File: config.mk
export PLATFORM = sky130hd
export DESIGN_NAME = reg_file_arb
export DESIGN_NICKNAME = d
export VERILOG_FILES = /design/src/rtl/reg_file_arb.sv
export SDC_FILE = /design/constraint.sdc
export NUM_CORES = 1
export LEC_CHECK = 0
export CAP_MARGIN = 30
export CORE_AREA = 2 2 78 80
export DETAILED_ROUTE_END_ITERATION = 10
export DIE_AREA = 0 0 80 82
export PLACE_DENSITY = 0.82
export SYNTH_ARGS = -nofsm -noshare
export SYNTH_HDL_FRONTEND = slang
export SYNTH_SLANG_ARGS = --single-unit
File: constraint.sdc
create_clock -name clk -period 3.4 [get_ports clk]
set_input_delay 1.02 -clock clk [delete_from_list [all_inputs] [get_ports clk]]
set_output_delay 1.02 -clock clk [all_outputs]
set_load 0.02 [all_outputs]
File: src/rtl/reg_file_arb.sv
// Round-robin arbiter/sequencer for the 32x24 dual-port reg_file: one write port
// shared by ALU/load writeback, one 1-cycle sync read port shared by two readers.
// Optional macro RF_BYPASS_EN: forward same-cycle write data to a colliding read.
module reg_file_arb #(
  parameter int DATA_W = 24,
  parameter int ADDR_W = 5
) (
  input  logic              clk,
  input  logic              rst,
  input  logic              wr0_req,
  input  logic [ADDR_W-1:0] wr0_addr,
  input  logic [DATA_W-1:0] wr0_data,
  output logic              wr0_gnt,
  input  logic              wr1_req,
  input  logic [ADDR_W-1:0] wr1_addr,
  input  logic [DATA_W-1:0] wr1_data,
  output logic              wr1_gnt,
  input  logic              rd0_req,
  input  logic [ADDR_W-1:0] rd0_addr,
  output logic              rd0_gnt,
  output logic              rd0_valid,
  input  logic              rd1_req,
  input  logic [ADDR_W-1:0] rd1_addr,
  output logic              rd1_gnt,
  output logic              rd1_valid,
  output logic [DATA_W-1:0] rd_data,
  output logic              rf_wea,
  output logic [ADDR_W-1:0] rf_addra,
  output logic [DATA_W-1:0] rf_dina,
  output logic [ADDR_W-1:0] rf_addrb,
  input  logic [DATA_W-1:0] rf_doutb
);

  // *_last = 1 means source 1 was granted most recently
  logic              wr_last, rd_last;
  logic              rd0_elig, rd1_elig;
  logic [ADDR_W-1:0] addrb_q;
  logic              rd0_vq, rd1_vq;

  always_comb begin
    wr0_gnt  = !rst && wr0_req && (!wr1_req || wr_last);
    wr1_gnt  = !rst && wr1_req && (!wr0_req || !wr_last);
    rf_wea   = wr0_gnt || wr1_gnt;
    rf_addra = wr1_gnt ? wr1_addr : wr0_addr;
    rf_dina  = wr1_gnt ? wr1_data : wr0_data;
  end

`ifdef RF_BYPASS_EN
  logic              byp_sel;
  logic [DATA_W-1:0] byp_data;

  always_comb begin
    rd0_elig = rd0_req;
    rd1_elig = rd1_req;
  end
`else
  // reg_file read-during-write is undefined, so a colliding reader sits out a cycle
  always_comb begin
    rd0_elig = rd0_req && !(rf_wea && (rd0_addr == rf_addra));
    rd1_elig = rd1_req && !(rf_wea && (rd1_addr == rf_addra));
  end
`endif

  always_comb begin
    rd0_gnt  = !rst && rd0_elig && (!rd1_elig || rd_last);
    rd1_gnt  = !rst && rd1_elig && (!rd0_elig || !rd_last);
    rf_addrb = rd1_gnt ? rd1_addr : (rd0_gnt ? rd0_addr : addrb_q);
  end

  always_ff @(posedge clk or posedge rst) begin
    if (rst) begin
      wr_last <= 1'b1;
      rd_last <= 1'b1;
      addrb_q <= '0;
      rd0_vq  <= 1'b0;
      rd1_vq  <= 1'b0;
    end else begin
      if (rf_wea) wr_last <= wr1_gnt;
      if (rd0_gnt || rd1_gnt) rd_last <= rd1_gnt;
      addrb_q <= rf_addrb;
      rd0_vq  <= rd0_gnt;
      rd1_vq  <= rd1_gnt;
    end
  end

  assign rd0_valid = rd0_vq && !rst;
  assign rd1_valid = rd1_vq && !rst;

`ifdef RF_BYPASS_EN
  always_ff @(posedge clk or posedge rst) begin
    if (rst) begin
      byp_sel  <= 1'b0;
      byp_data <= '0;
    end else begin
      byp_sel <= (rd0_gnt || rd1_gnt) && rf_wea && (rf_addrb == rf_addra);
      if ((rd0_gnt || rd1_gnt) && rf_wea && (rf_addrb == rf_addra))
        byp_data <= rf_dina;
    end
  end

  assign rd_data = byp_sel ? byp_data : rf_doutb;
`else
  assign rd_data = rf_doutb;
`endif

endmodule

== After elaboration in Yosys (flattened, before gate mapping) ==
Index checks and enable logic that the tools add are counted.
W data, S select, Z words.

* Input port bits: 98
* Word-level logic and storage cells: 40
* Output and inout bits: 65
* Register bits: 9

* Eq/ne operators: 2
* Reductions and logical operators: 29
* Multiplexer cells: 4

{| class="wikitable"
|+ Operator list
! cell !! count
|-
| $mux W24 || 1
|-
| $mux W5 || 3
|-
| $logic_and A1 B1 Y1 || 14
|-
| $eq A5 B5 Y1 || 2
|-
| $logic_not A1 Y1 || 9
|-
| $logic_or A1 B1 Y1 || 6
|}

== Logic depth before layout (Yosys ltp) ==
Gate-level depths: netlist of the first run.

* Depth in word-level cells: 13
* Gate-level depth with buffers: 9
* Mapped depth without buffers: 8

== Worst setup path before layout of the first run ==
OpenSTA, ideal clock, no wires.

* Path type: input-to-output
* Start: input port wr1_req
* End: output port rf_addrb[0]
* Setup slack: -0.455 ns
* Required time: 2.380 ns
* Path buffers: 0
* Arrival: 2.835 ns
* Stages: 6
* Cell sequence: nor2_1 nor2_1 a21boi_2 o2111ai_2 o41ai_4 mux2i_1

* Cells in the longest elaborated chain, start to end: 12
* Elaborated cells between the ends (all ways): 25
* Classes of those cells: eq/ne (2); mux (3); reduce/logical (20)

{| class="wikitable"
|+ RTL lines
! what !! line !! source
|-
| start, declared || 14 || <nowiki>input logic wr1_req,</nowiki>
|-
| $logic_not A1 Y1 || 41 || <nowiki>wr0_gnt = !rst && wr0_req && (!wr1_req || wr_last);</nowiki>
|-
| $logic_or A1 B1 Y1 || 41 ||
|-
| $logic_and A1 B1 Y1 || 41 ||
|-
| $logic_or A1 B1 Y1 * || 43 || <nowiki>rf_wea = wr0_gnt || wr1_gnt;</nowiki>
|-
| named net rf_wea || 27 || <nowiki>output logic rf_wea,</nowiki>
|-
| $logic_and A1 B1 Y1 || 60 || <nowiki>rd1_elig = rd1_req && !(rf_wea && (rd1_addr == rf_addra));</nowiki>
|-
| $logic_not A1 Y1 || 60 ||
|-
| $logic_and A1 B1 Y1 || 60 ||
|-
| $logic_not A1 Y1 || 65 || <nowiki>rd0_gnt = !rst && rd0_elig && (!rd1_elig || rd_last);</nowiki>
|-
| $logic_or A1 B1 Y1 || 65 ||
|-
| $logic_and A1 B1 Y1 || 65 ||
|-
| $mux W5 || 67 || <nowiki>rf_addrb = rd1_gnt ? rd1_addr : (rd0_gnt ? rd0_addr : addrb_q);</nowiki>
|-
| $mux W5 * || 67 ||
|-
| end, declared || 30 || <nowiki>output logic [ADDR_W-1:0] rf_addrb,</nowiki>
|}

Mark *: on every way through the listed nets, which the timed path passes. The rest lies on a longest branch.

== Worst setup path in the final report of the first run ==
* Start: input port rd1_addr[4]
* End: output port rf_addrb[4]

* Cells in the longest elaborated chain, start to end: 9
* Elaborated cells between the ends (all ways): 11
* Classes of those cells: eq/ne (1); mux (2); reduce/logical (8)

{| class="wikitable"
|+ RTL lines
! what !! line !! source
|-
| start, declared || 23 || <nowiki>input logic [ADDR_W-1:0] rd1_addr,</nowiki>
|-
| $eq A5 B5 Y1 || 60 ||
|-
| $logic_and A1 B1 Y1 || 60 ||
|-
| $logic_not A1 Y1 || 60 ||
|-
| $logic_and A1 B1 Y1 || 60 ||
|-
| $logic_not A1 Y1 || 65 ||
|-
| $logic_or A1 B1 Y1 || 65 ||
|-
| $logic_and A1 B1 Y1 || 65 ||
|-
| $mux W5 || 67 ||
|-
| $mux W5 * || 67 ||
|}

Every way passes the cells marked *; elsewhere a longest branch is shown, timed or not.

==> results.tsv, run 1 <==
stage	metric	value	unit
placed_design	detailed placement HPWL	4810	µm
route	routed vias/inst	4.63	
placed_design	PortBufs	114	
clock_network	TritonCTS clock tree	built	
route	routed wire length	6320	µm
clock_network	Root Driver	clkbuf_8	
clock_network	H-tree depth	1	
global_route	first-pass GRT wire length	9290	µm
setup_path	crit-path leading delay family	buffers and inverters	
power_and_ir_drop	Leak	1.50	nW
timing	fmax	258	MHz
setup_path	WS Path Type	primary input to output port	
timing	Final period util	1.14	
die	Die Y	82	µm
setup_path	cells on worst reg2reg path	12	
die	# rows	28	
setup_path	WP depth	9	
die	Die W	80	µm
placed_design	routability cong.	0.925	
clock_network	worst skew pair latency	0.24	ns
route	Vias	1982	
setup_path	CP Cell Sequence	dlygate4sd2_1, nor2b_1, buf_4, nor3_4, nor3_2, o41ai_4, buf_6, mux2i_2, buf_4	
timing	Slew Viols, Final	0	
logic_synthesis	Yosys cell types	38	
setup_path	FF-to-FF End	addrb_q[1]	
timing	final worst slack	-0.475	ns
power_and_ir_drop	clock network power share	0.164	
route	Post-route DRC	0	
route	drt wl/cell	14.8	µm
final_layout	most common library cell in the layout ignoring fill and taps	nand2_1	
clock_network	Clock Path Buffers	2	
power_and_ir_drop	switching share of power	0.391	
clock_network	total CTS buffers	3	
timing	Worst slew margin	0.781	
timing	count of final hold-check violations	0	
setup_path	Worst EP required	2.38	ns
setup_path	most used cell, CP	buf_4	
logic_synthesis	synth warn	0	
setup_path	CP Buf/Inv Count	4	
logic_synthesis	mapped cell area	1390	µm²
run	total of max-cap violations	0	
placed_design	Placement Setup Slack	-1.42	ns
timing	RSZ-0062 raised after global routing	yes	
setup_path	Slowest-stage cell, CP	o41ai_4	
timing	Worst Tran Pin Value	0.327	ns
setup_path	r2r setup slk	0.96	ns
final_layout	layout cells sized above 1	0.374	
timing	# setup viols final	7	
global_route	largest net degree at the start of global routing	20	
global_route	global router's overall resource usage	0.179	
route	Detail Route Antenna Nets	0	
power_and_ir_drop	Overall Power	0.769	mW
timing	minimum clock period	3.87	ns
worst_hold_path	worst hold path class	flip-flop to flip-flop	
route	number of DRC markers in iteration 0	50	
route	1st-pass router iterations	4	
die	DIE AREA	6560	µm²
power_and_ir_drop	Sequential Power Share	0.190	
clock_network	CTS hold repair buffers	0	
setup_path	Worst EP arrival	2.85	ns
setup_path	Reg-to-Reg Start	wr_last	
clock_network	CTS clk-pin slew, worst paths	0.05	ns
power_and_ir_drop	P per Cell Area	252	nW/µm²
setup_path	CP Capture Point	rf_addrb[4]	
global_route	total gr overflow	0	
global_route	vias in the first global route	1935	
setup_path	CP Launch Point	rd1_addr[4]	
setup_path	crit path capture type	output port	
power_and_ir_drop	Net Sw Power	0.301	mW
clock_network	clk sinks	9	
logic_synthesis	synthesis-stage register bit count	9	
final_layout	area delta synth->final	120	%
power_and_ir_drop	Gate power share	0.646	
logic_synthesis	Syn Area/Cell	6.64	µm²
die	I/O pin count	163	
logic_synthesis	register area share after synthesis	0.164	
logic_synthesis	Synth Instances	209	
setup_path	Worst Setup Start Kind	primary input	
final_layout	ANT cells	0	
timing	Clock Skew	0.00647	ns
die	initial core utilization	0.242	
die	CORE AREA	5750	µm²
global_route	initial antenna violation count	0	
power_and_ir_drop	maximum VDD drop	0.000292	V
run_status	violated checks	setup timing	
setup_path	max incr delay on CP	0.38	ns
logic_synthesis	Syn Nets	307	
final_layout	nets@finish	452	
final_layout	most frequent cells in the layout	76 x nand2_1, 57 x clkdlybuf4s50_1, 56 x buf_4	
run_status	status	finished, violations left	
power_and_ir_drop	Pint	0.468	mW
setup_path	crit-path max FO	7	
metrics by stage:
step	cell area, µm²	util	setup TNS (ns)	hold slack (ns)	cells
6_report	3060	0.532	-3.11	0.543	428
5_1_grt	3060	0.532	-3.59	0.580	428
4_1_cts	2960	0.515	-2.99	0.541	421
3_5_place_dp	2760	0.480	-28.11	0.526	406
3_3_place_gp	2760	0.480	-25.83	0.517	406
2_1_floorplan	1440	-	-2.07	0.475	209
logic make-up (layout without fill, tap and decap cells):
group / count (synthesis) / count (layout) / share of synthesized area
AOI/OAI and AO/OA: 29 / 29 / 0.176
and+or+nand+nor: 111 / 111 / 0.351
DFF: 9 / 9 / 0.164
xor gates and xnor gates: 7 / 7 / 0.0442
buffers and inverters: 42 / 186 / 0.182
muxes: 11 / 11 / 0.0830
worst reg2reg max path, stage by stage, from the launching register on:
cell	delay (ns)
dfstp_2	0.57
nand2_2	0.09
nand2_4	0.13
inv_6	0.06
buf_4	0.13
nor4_2	0.24
o221ai_2	0.17
buf_4	0.17
nand3_4	0.15
mux2i_2	0.26
mux2i_2	0.11
buf_4	0.14
buf_4	0.12
registers in the layout (all words and copies together), names as in the netlist:
| register | flops |
|---|---|
| rd1_vq | 1 |
| rd_last | 1 |
| rd0_vq | 1 |
| wr_last | 1 |
| addrb_q | 5 |
power groups by stage:
stage | Combinational (mW) | Clock [mW] | Sequential [mW]
global route | 0.530 | 0.137 | 0.147
global placement | 0.460 | 0 | 0.141
finish | 0.497 | 0.126 | 0.146
CTS | 0.472 | 0.128 | 0.143
floorplan | 0.250 | 0 | 0.139
detailed placement | 0.466 | 0 | 0.143
cell usage after synthesis, drive strengths merged:
master    n  area share
nor4      2      0.0090
o22a      1      0.0063
clkbuf    4       0.011
nor2b     4       0.023
nor2     11       0.032
nor3      3       0.011
o41ai     1       0.020
buf      27        0.14
inv      11       0.030
mux2      1       0.011
mux2i    10       0.072
xor2      4       0.025
and2      1      0.0045
dfstp     2       0.038
nand2b    3       0.019
xnor2     3       0.019
o221ai    9       0.061
nand2    78        0.22
o22ai     1      0.0045
a21o      2       0.011
dfrtp     7        0.13
o311a     1      0.0072
a21oi     5       0.018
o21ai     5       0.018
a31o      1      0.0063
o2111ai   1       0.011
a21boi    1      0.0081
nand3     9       0.036
a31oi     1      0.0045
worst min path at each step:
stage / start / end / cells after the start
floorplan: wr_last / wr_last / 2
global placement: wr_last / wr_last / 2
detailed placement: wr_last / wr_last / 2
CTS: wr_last / wr_last / 2
global route: rd_last / rd_last / 1
finish: wr_last / wr_last / 2
what timing repair did:
action	4_1_cts	5_1_grt
setup buffers	11	7
setup endpoints to repair	41	25
pin swaps	13	11
gates resized for setup	137	41
final cells by class:
type / count / area [µm²]
fill: 539 / 2690
timing repair buffer: 171 / 1520
multi-input combinational: 158 / 1130
sequential: 9 / 228
tap: 75 / 93.8
inverter: 11 / 46.3
clock buffer: 3 / 41.3
clock inverter: 1 / 5.00
routing by layer:
| metal | part of all wire | track usage | vias up | routed length [µm] |
|---|---|---|---|---|
| met4 | 0.028 | 0.0695 | 0 | 179 |
| met1 | 0.34 | 0.188 | 892 | 2170 |
| met2 | 0.55 | 0.348 | 103 | 3450 |
| met5 | 0 | 0 | - | 0 |
| li1 | - | - | 960 | - |
| met3 | 0.082 | 0.0363 | 27 | 520 |
Power figures use the tool's default switching activity.
==> inputs of run 2 (changes only) <==
CTS_CLUSTER_DIAMETER = 40   (was unset)
==> results of run 2 <==
No change in the layout: final DEF, timing and power equal those of run 1.
